==> src/rtl/result_ram_writer.sv <==
`default_nettype none
// ============================================================================
// Module      : result_ram_writer
// Description : Collects the PE array result stream one element per
//               handshake, packs PACK elements into one RAM word and writes
//               NUM_ROWS words to sequential addresses, then pulses done.
// Revision    : 1.0 - initial release
// ============================================================================
module result_ram_writer #(
    parameter int ELEM_WIDTH = 16,
    parameter int PACK       = 4,
    parameter int ADDR_WIDTH = 8,
    parameter int NUM_ROWS   = 16
) (
    input  logic                           clk,
    input  logic                           reset,
    input  logic                           enable,
    input  logic                           in_valid,
    input  logic [ELEM_WIDTH-1:0]          in_data,
    output logic                           in_ready,
    output logic                           ram_we,
    output logic [ADDR_WIDTH-1:0]          ram_address,
    output logic [ELEM_WIDTH*PACK-1:0]     ram_data,
    output logic                           busy,
    output logic                           done
);

    localparam int c_lane_w = $clog2(PACK);
    localparam logic [c_lane_w-1:0]   c_last_lane = c_lane_w'(PACK - 1);
    localparam logic [ADDR_WIDTH-1:0] c_last_row  = ADDR_WIDTH'(NUM_ROWS - 1);

    localparam logic [1:0] c_idle    = 2'd0;
    localparam logic [1:0] c_collect = 2'd1;
    localparam logic [1:0] c_write   = 2'd2;
    localparam logic [1:0] c_done    = 2'd3;

    logic [1:0]                 r_state;
    logic [1:0]                 w_next_state;
    logic [c_lane_w-1:0]        r_lane_cnt;
    logic [ADDR_WIDTH-1:0]      r_row_cnt;
    logic [ELEM_WIDTH*PACK-1:0] r_pack;
    logic [ELEM_WIDTH*PACK-1:0] w_merged;
    logic [ADDR_WIDTH-1:0]      r_ram_address;
    logic [ELEM_WIDTH*PACK-1:0] r_ram_data;
    logic                       w_accept;
    logic                       w_last_lane;
    logic                       w_last_row;

    // An element lands only while collecting and the job is still enabled;
    // an element offered in the abort cycle is dropped.
    assign w_accept    = (r_state == c_collect) && in_valid && enable;
    assign w_last_lane = (r_lane_cnt == c_last_lane);
    assign w_last_row  = (r_row_cnt == c_last_row);

    // Pack register with the incoming element merged into the current lane.
    always_comb begin
        w_merged = r_pack;
        for (int i = 0; i < PACK; i++) begin
            if (r_lane_cnt == c_lane_w'(i)) begin
                w_merged[i*ELEM_WIDTH +: ELEM_WIDTH] = in_data;
            end
        end
    end

    // State register.
    always_ff @(posedge clk or posedge reset) begin
        if (reset) begin
            r_state <= c_idle;
        end else begin
            r_state <= w_next_state;
        end
    end

    // Next-state decode; enable is only honoured in IDLE and COLLECT so a
    // row that has reached WRITE always completes.
    always_comb begin
        w_next_state = r_state;
        case (r_state)
            c_idle: begin
                if (enable) w_next_state = c_collect;
            end
            c_collect: begin
                if (!enable)                       w_next_state = c_idle;
                else if (in_valid && w_last_lane)  w_next_state = c_write;
            end
            c_write: begin
                w_next_state = w_last_row ? c_done : c_collect;
            end
            c_done: begin
                w_next_state = c_idle;
            end
            default: w_next_state = c_idle;
        endcase
    end

    // Status outputs decoded purely from the registered state.
    always_comb begin
        in_ready = 1'b0;
        ram_we   = 1'b0;
        busy     = 1'b0;
        done     = 1'b0;
        case (r_state)
            c_collect: begin
                in_ready = 1'b1;
                busy     = 1'b1;
            end
            c_write: begin
                ram_we = 1'b1;
                busy   = 1'b1;
            end
            c_done: begin
                done = 1'b1;
            end
            default: ;
        endcase
    end

    // Counters, pack register and the held RAM address/data. The RAM word is
    // captured on the edge that accepts the last lane so it is valid during
    // WRITE and keeps its value afterwards.
    always_ff @(posedge clk or posedge reset) begin
        if (reset) begin
            r_lane_cnt    <= '0;
            r_row_cnt     <= '0;
            r_pack        <= '0;
            r_ram_address <= '0;
            r_ram_data    <= '0;
        end else begin
            case (r_state)
                c_idle: begin
                    if (enable) begin
                        r_lane_cnt <= '0;
                        r_row_cnt  <= '0;
                        r_pack     <= '0;
                    end
                end
                c_collect: begin
                    if (w_accept) begin
                        r_pack <= w_merged;
                        if (w_last_lane) begin
                            r_lane_cnt    <= '0;
                            r_ram_data    <= w_merged;
                            r_ram_address <= r_row_cnt;
                        end else begin
                            r_lane_cnt <= r_lane_cnt + c_lane_w'(1);
                        end
                    end
                end
                c_write: begin
                    if (!w_last_row) r_row_cnt <= r_row_cnt + ADDR_WIDTH'(1);
                end
                default: ;
            endcase
        end
    end

    assign ram_address = r_ram_address;
    assign ram_data    = r_ram_data;

endmodule
`default_nettype wire

==> config.mk <==
export PLATFORM = sky130hd
export DESIGN_NAME = result_ram_writer
export DESIGN_NICKNAME = d
export VERILOG_FILES = /design/src/rtl/result_ram_writer.sv
export SDC_FILE = /design/constraint.sdc
export NUM_CORES = 1
export LEC_CHECK = 0
export CORE_MARGIN = 2
export CORE_UTILIZATION = 57
export CTS_BUF_LIST = sky130_fd_sc_hd__clkbuf_8 sky130_fd_sc_hd__clkbuf_16
export DETAILED_ROUTE_END_ITERATION = 12
export MAX_ROUTING_LAYER = met4
export PLACE_DENSITY = 0.93
export RECOVER_POWER = 100
export REMOVE_ABC_BUFFERS = 1
export SYNTH_ARGS = -nofsm -noshare
export SYNTH_HDL_FRONTEND = slang
export SYNTH_SLANG_ARGS = --single-unit
export TNS_END_PERCENT = 20
==> constraint.sdc <==
create_clock -name clk -period 10 [get_ports clk]
set_input_delay 1 -clock clk [delete_from_list [all_inputs] [get_ports clk]]
set_output_delay 1 -clock clk [all_outputs]
set_load 0.02 [all_outputs]
==> results of run 1 <==
## per-stage QoR
stage,cells,power (mW),util,hold slack (ns)
final,742,2.238,0.7320,0.4668
after global placement,710,1.620,0.6744,0.4577
after CTS,742,2.296,0.7347,0.4769
after global routing,742,2.352,0.7320,0.4975
after floorplan,481,1.308,-,0.4652
after detailed placement,710,1.659,0.6744,0.4618
## power groups by stage
stage / Combinational [mW] / Sequential [mW] / Clock, mW
after floorplan: 0.390 / 0.919 / 0
after global placement: 0.806 / 0.815 / 0
after detailed placement: 0.836 / 0.823 / 0
after CTS: 0.848 / 0.820 / 0.628
after global routing: 0.860 / 0.841 / 0.651
final: 0.798 / 0.818 / 0.622
## sequential cells by signal (all words and copies together) (netlist names)
signal	count
r_state	2
ram_address	8
r_pack	48
ram_data	64
r_lane_cnt	2
r_row_cnt	8
## routing by layer
layer	GRT usage	share of wire	up-vias
met1	0.3522	0.43	2234
met4	0.08952	0.010	0
li1	-	-	1968
met5	-	0	-
met3	0.05739	0.059	14
met2	0.4137	0.50	173
## worst reg2reg max path, delay by kind of cell (launching register included)
kind / cells / cell delay, ns
compound gates: 1 / 1.18
buf+inv: 1 / 0.11
fa+ha+maj: 1 / 0.46
flops: 1 / 0.42
simple gates: 2 / 2.83
## cell families (layout without fill, tap and decap cells)
kind of cell               count (synthesis)  count (layout)
and+or+nand+nor                          153             153
AOI/OAI and AO/OA                        127             127
buffers and inverters                     62             137
DFF                                      132             132
adders and majority gates                 10              10
muxes                                     50              50
## cell type report
type / instances / area, sq um
Timing Repair Buffer: 96 / 958.4
Inverter: 9 / 35.03
Sequential cell: 132 / 3303
Fill cell: 647 / 2644
Multi-Input combinational cell: 340 / 2163
Clock buffer: 17 / 414.1
Tap cell: 133 / 166.4
Clock inverter: 15 / 180.2
## cells in the mapped netlist (all sizes together)
cell    instances
nor2b           3
clkbuf         21
mux2i          50
o221ai          2
o21a            1
o22ai           1
a22o           52
a31oi           2
and3            8
nand4           3
dfrtp         132
inv             9
nand2         123
buf            32
nand3           5
and2            2
a22oi           1
o31ai           1
ha             10
nor4            2
nor2            4
a31o            1
nor3            3
o21ai          61
a21oi           5
## path summary, 6_finish.rpt
| path | to | from | cells past startpoint |
|---|---|---|---|
| worst max-delay path | ram_data[37] | enable | 3 |
| worst min-delay path | ram_data[56] | ram_data[56] | 2 |
| worst max register to register | ram_data[37] | r_state[1] | 5 |
| worst min register to register | ram_data[56] | ram_data[56] | 2 |
| max in group asynchronous | r_pack[33] | reset | 3 |
| min in group asynchronous | ram_data[51] | reset | 2 |
==> results.py, run 1 <==
metrics = {
    "setup_path": {
        "setup.worst_path.start_class": "input pin",
        "required_ns": 10.34,
        "ff2ff_setup_slack_ns": 4.84,
        "path_class": "in -> reg",
        "crit_family": "simple AND/OR/NAND/NOR gates",
        "path_cells": "dlygate4sd3_1, nand3_1, o21ai_0",
        "crit_slowest_cell": "nand3_1",
        "worst_path_largest_cell_delay_ns": 2.73,
        "worstPathArrival_ns": 5.79,
        "crit_fanout": 123,
        "end_kind": "flip-flop",
        "path_buf_inv": 1,
    },
    "die": {
        "io_pins": 96,
        "die_h_um": 105.1,
        "initial_core_util": 0.5908,
        "die-area_sq_um": 11050,
        "die_w_um": 105.1,
        "core_sq_um": 9864,
        "num_rows": 36,
    },
    "pwr": {
        "powerDensity_nw_per_um2": 309.9,
        "pwr-share-clk": 0.278,
        "p_int_mw": 1.441,
        "vdd_ir_drop_max_v": 0.0002089,
        "power_switching_uw": 797.4,
        "pwr-share-comb": 0.357,
        "p_seq_frac": 0.366,
        "leakagePower_nw": 3.572,
        "switching_share": 0.3563,
    },
    "synthesis": {
        "syn_area_per_cell_sq_um": 10.91,
        "netlist_instances": 534,
        "synth_cell_types": 36,
        "netlist.top_cell.by_area": "dfrtp_1",
        "synth_compound_area_frac": 0.1511,
        "yosys_warnings": 0,
        "netlist.area_leader.share": 0.5668,
        "synthSimpleGateAreaFrac": 0.1157,
        "synth_seq_cells": 132,
        "syn_area_sq_um": 5828,
        "synthXorXnorAreaFrac": 0,
        "yosys-top-cells-area": "dfrtp_1 (57%), mux2i_1 (8.6%), nand2_1 (7.9%), a22o_1 (7.8%), o21ai_0 (3.9%)",
        "ys_seq_area_frac": 0.5668,
        "synth.area.mux_share": 0.08587,
        "synthAdderAreaFrac": 0.02147,
        "synth_top_family_by_area": "compound AO/OA/AOI/OAI gates",
    },
    "finish": {
        "final_layout_size_suffix_gt1_frac": 0.07225,
        "antenna_cells": 0,
        "area_growth_syn_to_layout_pct": 23.89,
        "layout_common_cells": "dfrtp_1 (132), nand2_1 (123), dlygate4sd3_1 (78), o21ai_0 (59), a22o_1 (52)",
        "postLayoutCellArea_sq_um": 7221,
        "final_common_cell": "dfrtp_1",
        "nets": 626,
    },
    "grt": {
        "gr-total-overflow": 0,
        "grt_max_degree": 124,
        "grt_usage": 0.2666,
        "antenna_found_initial": 0,
        "grt_pass1_vias": 4431,
        "grt_pass1_wl_um": 22510,
    },
    "sta": {
        "setup_violations": 0,
        "fmax_mhz": 183.4,
        "layout_min_cycle_time_ns": 5.452,
        "rsz0062_at_grt": "no",
        "hold_violations": 0,
        "finalWorstSetupSlack_ns": 4.548,
        "final.period_utilization": 0.5452,
        "worstMarginPinSlew_ns": 3.886,
        "relSlewSlack": -1.598,
        "drv_slew": 193,
        "fin_tns_setup_ns": 0,
        "skew_ns": 0.01203,
    },
    "place": {
        "dpl.hpwl_um": 8031,
        "dp_slack_ns": 6.400,
        "place_congestion": 0.8519,
        "placed_area_sq_um": 6653,
        "numPortBuffers": 95,
    },
    "cts": {
        "clock_latency_ns": 0.51,
        "cts-htree-levels": 4,
        "cts_setup_buffers": 0,
        "cts_resized": 0,
        "clock-sinks": 132,
        "cts_buffers": 17,
        "clockBufferDepth": 2,
        "path_clk_slew_ns": 0.06,
        "cts_root_buf": "clkbuf_8",
        "postCtsHoldBufs": 0,
        "cts_tree": "built",
    },
    "worst_hold_path": {
        "hp-class": "reg -> reg",
    },
    "run": {
        "max_cap_viol_count": 3,
    },
    "run_status": {
        "status": "finished, violations left",
        "violations": "max-capacitance violations, max-slew violations",
    },
    "route": {
        "vias_per_cell": 5.915,
        "drc_errors": 0,
        "drtIter0Drc": 281,
        "firstDrtPassIters": 5,
        "ant_nets": 0,
        "via_count": 4389,
        "wl_um": 13590,
        "wl_per_cell_um": 18.32,
    },
}
Power figures use the tool's default switching activity.
==> inputs of run 2 (changes only) <==
--- a/config.mk
+++ b/config.mk
@@ -6,11 +6,11 @@
 export NUM_CORES = 1
 export LEC_CHECK = 0
 export CORE_MARGIN = 2
-export CORE_UTILIZATION = 57
+export CORE_UTILIZATION = 53
 export CTS_BUF_LIST = sky130_fd_sc_hd__clkbuf_8 sky130_fd_sc_hd__clkbuf_16
 export DETAILED_ROUTE_END_ITERATION = 12
 export MAX_ROUTING_LAYER = met4
-export PLACE_DENSITY = 0.93
+export PLACE_DENSITY = 0.87
 export RECOVER_POWER = 100
 export REMOVE_ABC_BUFFERS = 1
 export SYNTH_ARGS = -nofsm -noshare
==> constraint.sdc (replaced) <==
create_clock -name clk -period 5.4 [get_ports clk]
set_input_delay 0.54 -clock clk [delete_from_list [all_inputs] [get_ports clk]]
set_output_delay 0.54 -clock clk [all_outputs]
set_load 0.02 [all_outputs]
==> results.py, run 2 (same netlist as run 1, synthesis figures left out) <==
metrics = {
    "finish": {
        "nets": 627,
        "largest_reg_flops": 64,
        "fin_cells": 750,
        "antenna_cells": 0,
        "area_growth_syn_to_layout_pct": 23.83,
        "finalCoreUtilization": 0.6687,
        "final_common_cell": "dfrtp_1",
        "postLayoutCellArea_sq_um": 7217,
        "final_layout_size_suffix_gt1_frac": 0.07213,
        "fillers": 841,
        "layout_common_cells": "dfrtp_1 (132), nand2_1 (123), dlygate4sd3_1 (78), o21ai_0 (59), a22o_1 (52)",
    },
    "grt": {
        "grt_max_degree": 124,
        "gr-total-overflow": 0,
        "grt_usage": 0.2427,
        "antenna_found_initial": 0,
        "grt_pass1_wl_um": 21420,
        "grt_pass1_vias": 4236,
    },
    "route": {
        "wl_per_cell_um": 17.46,
        "drc_errors": 0,
        "firstDrtPassIters": 4,
        "vias_per_cell": 5.683,
        "via_count": 4262,
        "drtIter0Drc": 261,
        "wl_um": 13090,
        "ant_nets": 0,
    },
    "die": {
        "die_h_um": 108.9,
        "die-area_sq_um": 11850,
        "io_pins": 96,
        "initial_core_util": 0.5400,
        "core_sq_um": 10790,
        "die_w_um": 108.9,
        "num_rows": 38,
    },
    "cts": {
        "cts_tree": "built",
        "clock_latency_ns": 0.52,
        "postCtsHoldBufs": 0,
        "cts_setup_buffers": 0,
        "cts_buffers": 17,
        "cts_resized": 0,
        "clockBufferDepth": 2,
        "clock-sinks": 132,
        "cts-htree-levels": 4,
        "path_clk_slew_ns": 0.06,
        "cts_root_buf": "clkbuf_8",
    },
    "run": {
        "max_cap_viol_count": 3,
    },
    "place": {
        "numPortBuffers": 95,
        "dp_cells": 718,
        "placed_area_sq_um": 6671,
        "place_congestion": 0.8076,
        "dp_slack_ns": 2.312,
        "dpl.hpwl_um": 8138,
    },
    "pwr": {
        "leakagePower_nw": 3.557,
        "power_switching_mw": 1.466,
        "vdd_ir_drop_max_v": 0.0003076,
        "p_seq_frac": 0.370,
        "pwr-share-clk": 0.272,
        "totalPowerFinal_mw": 4.083,
        "p_int_mw": 2.618,
        "switching_share": 0.3589,
        "powerDensity_nw_per_um2": 565.8,
        "pwr-share-comb": 0.358,
    },
    "sta": {
        "worstMarginPinSlew_ns": 2.712,
        "holdWs_ns": 0.4696,
        "fmax_mhz": 272.8,
        "finalWorstSetupSlack_ns": 1.734,
        "hold_violations": 0,
        "fin_tns_setup_ns": 0,
        "layout_min_cycle_time_ns": 3.666,
        "setup_violations": 0,
        "skew_ns": 0.007564,
        "drv_slew": 205,
        "final.period_utilization": 0.6788,
        "rsz0062_at_grt": "no",
        "relSlewSlack": -0.8178,
    },
    "setup_path": {
        "crit_family": "compound AO/OA/AOI/OAI gates",
        "worst_path_largest_cell_delay_ns": 1.70,
        "path_cells": "inv_1, ha_1, and3_1, o21ai_0, a22o_1",
        "crit_slowest_cell": "o21ai_0",
        "end_kind": "flip-flop",
        "required_ns": 5.84,
        "setup.worst_path.start_class": "flip-flop",
        "path_class": "reg -> reg",
        "worstPathArrival_ns": 4.10,
        "path_buf_inv": 1,
        "crit_fanout": 18,
    },
    "worst_hold_path": {
        "hp-class": "reg -> reg",
    },
    "run_status": {
        "status": "finished, violations left",
        "violations": "max-capacitance violations, max-slew violations",
    },
}
-- run 2: worst min-delay path, delay by kind of cell, from the launching register on --
| family | cells | cell delay, ns |
|---|---|---|
| DFF | 1 | 0.34 |
| and+or+nand+nor | 2 | 0.10 |
-- run 2: worst paths after layout --
path	start	end	slack [ns]	depth (start not counted)
max reg2reg	r_lane_cnt[0]	r_pack[36]	1.73	5
min reg2reg	ram_data[55]	ram_data[55]	0.47	2
min in group asynchronous	reset	ram_address[1]	1.22	2
max	r_lane_cnt[0]	r_pack[36]	1.73	5
max in group asynchronous	reset	r_pack[6]	2.33	3
min	ram_data[55]	ram_data[55]	0.47	2
-- run 2: layout make-up --
class                      count  area (sq um)  share of cell area
clock buffer                  17         414.1             0.05739
clock inverter                15         158.9             0.02202
inverter                       9         35.03            0.004854
multi-input combinational    340          2168              0.3005
sequential                   132          3303              0.4577
tap                          140         175.2             0.02427
timing repair buffer          97         962.2              0.1333
-- run 2: power by group through the flow --
stage | sequential (mW) | combinational (mW) | clock (mW)
after detailed placement | 1.53 | 1.55 | 0
after global placement | 1.51 | 1.50 | 0
after floorplan | 1.70 | 0.722 | 0
after CTS | 1.52 | 1.56 | 1.12
after global routing | 1.55 | 1.59 | 1.17
final | 1.51 | 1.46 | 1.11
-- run 2: per-layer routing --
layer / global-route usage / part of all wire / vias up
met5: - / 0 / -
met4: 0.06136 / 0.0079 / 0
met3: 0.05499 / 0.051 / 14
met2: 0.3895 / 0.51 / 135
met1: 0.3152 / 0.44 / 2144
li1: - / - / 1969
==> RTL change, RTL diff (flow settings as in run 2) <==
`ELEM_WIDTH`: 16 -> 24.
--- a/src/rtl/result_ram_writer.sv
+++ b/src/rtl/result_ram_writer.sv
@@ -9,3 +9,3 @@
 module result_ram_writer #(
-    parameter int ELEM_WIDTH = 16,
+    parameter int ELEM_WIDTH = 24,
     parameter int PACK       = 4,
Interface: changed (resized in_data and ram_data); port bits go from 96 to 136. The function was not compared with the original's and may differ.
==> RTL change against run 2 <==
The run still ends with max-capacitance violations, max-slew violations left; core utilization rose by 0.70 points; total power grew 28%; worst setup slack worse by 0.15 ns; cell area grew 37%; synthesized cell count increased by 36%; count of clock-buffer cells in the layout rose by 5; combinational power rose by 25%; sequential share of layout area rose by 2.0 points; sequential cell count is 56 higher; synthesized area increased by 36%; hold slack worse by 0.0012 ns; wire length up 40%; clock power increased by 19%.
==> RTL change: results (changes against run 2) <==
Outcome
• complete, but fails checks — result of the run
• max-capacitance violations, max-slew violations — violations in the final reports

Final layout
• 457 — number of combinational gates with multiple inputs, +34%
• 22 — final-layout clock buffer total, +5
• 188 — final sequential cell count, +42%
• 0.00470 mm2 — Register Area, +42%
• 849 — number of nets in the final layout, +35%
• 29.3% — multi-input gate share of the layout cell area, -0.76 points
• 6 — number of ordinary inverters in the final layout, -3
• 141 — count of buffers not belonging to the clock network in the layout, +45%
• 96 — number of flip-flops in the largest register, +50%
• 5.22% — layout cell share with drive strength beyond 1, -2.0 points
• 1008 — post-route non-filler standard cell count, +34%
• 14.1% — final-layout non-clock buffer area share, +0.72 points
• 24.4% — area growth from synthesis to layout

Place
• 0.771 — GPL Wtd Cong, -4.6%
• 0.00929 mm2 — dpl cell area, +39%
• 11300 um — placed wire-length estimate after detailed placement, +38%
• 976 — Post-Place Cells, +36%
• 2.45 ns — setup slack at placement, +0.139 ns
• 135 — port bufs, +42%

Timing
• 1.59 ns — post-layout worst setup margin, -0.145 ns
• 363 — final max-slew violation count, +77%
• 0.468 ns — Hold Worst Slack, -0.00119 ns
• -47.3% — Rel. slew slack, +34 points
• 0.00694 ns — setup skew after layout, -0.000622 ns

Setup path
• 64 — maximum fanout along the worst path, +46
• buffers and inverters — family with the most delay on the worst path
• ram_data[53]$_DFFE_PP0P_ — reg2reg end
• sky130_fd_sc_hd__clkbuf_1 — highest-delay cell along the critical path
• 1.64 ns — Slowest Stage Delay on Critical Path, -0.06 ns

Synthesis
• 9.38% — multiplexer share of the synthesized area, +0.79 points
• sky130_fd_sc_hd__dfrtp_1 (59%), sky130_fd_sc_hd__mux2i_1 (9.1%), sky130_fd_sc_hd__nand2_1 (8.2%) — most area-consuming cells after synthesis
• sky130_fd_sc_hd__dfrtp_1 (188), sky130_fd_sc_hd__nand2_1 (174), sky130_fd_sc_hd__o21ai_1 (84), sky130_fd_sc_hd__a22o_1 (74), sky130_fd_sc_hd__mux2i_1 (72) — most frequent cells after synthesis
• 29 — number of distinct library cells after synthesis, -19%
• 1.58% — adder-cell area share of the yosys netlist, -0.57 points
• 15.1% — area fraction in compound gates after synthesis, about the same
• 726 — number of standard cells after synthesis, +36%

Power
• 0.288 mV — worst voltage drop across the vdd grid, -6.3%
• 4.94 nW — static leakage, +39%

Hold path
• ram_data[91]$_DFFE_PP0P_ — hold path startpoint
• ram_data[91]$_DFFE_PP0P_ — endpoint of the worst hold path

Global route
• 166 — largest net degree at the start of global routing, +34%
• 5607 — vias in the first global route, +32%
• 24.5% — Global Route Usage Sum, +0.23 points

Flow run
• 6 — Max Cap Violations, +3

Clocking
• 0.43 ns — clock network latency to the later pin of the worst-skew pair, -0.09 ns
• sky130_fd_sc_hd__clkbuf_16 — root cell of the clock tree

Routing
• 6 — detailed-routing iteration count for the pre-antenna-repair pass, +2
• 539 — number of DRC markers after the initial detailed-route iteration, +110%

## RTL change: report_power, final
group / total (mW) / switching, mW / internal, mW
registers: 2.08 / 0.248 / 1.83
logic: 1.82 / 1.02 / 0.804
clock network: 1.32 / 0.526 / 0.790
total: 5.21 / 1.79 / 3.42
## RTL change: how the worst max path moves through the flow
stage	cells after the start	to	startpoint
after floorplan	1	r_lane_cnt[0]$_DFFE_PP0P_	reset
final	6	ram_data[53]$_DFFE_PP0P_	r_state[1]$_DFFE_PP0P_
after global routing	6	ram_data[53]$_DFFE_PP0P_	r_state[1]$_DFFE_PP0P_
after global placement	5	ram_data[61]$_DFFE_PP0P_	enable
after detailed placement	5	ram_data[4]$_DFFE_PP0P_	enable
after CTS	4	r_pack[10]$_DFFE_PP0P_	r_lane_cnt[0]$_DFFE_PP0P_
## RTL change: metal layers
layer	wire length [um]	global-route usage [%]
met1	8100	33.9
met2	8860	37.2
met3	953	4.64
met4	354	7.82
met5	0	-
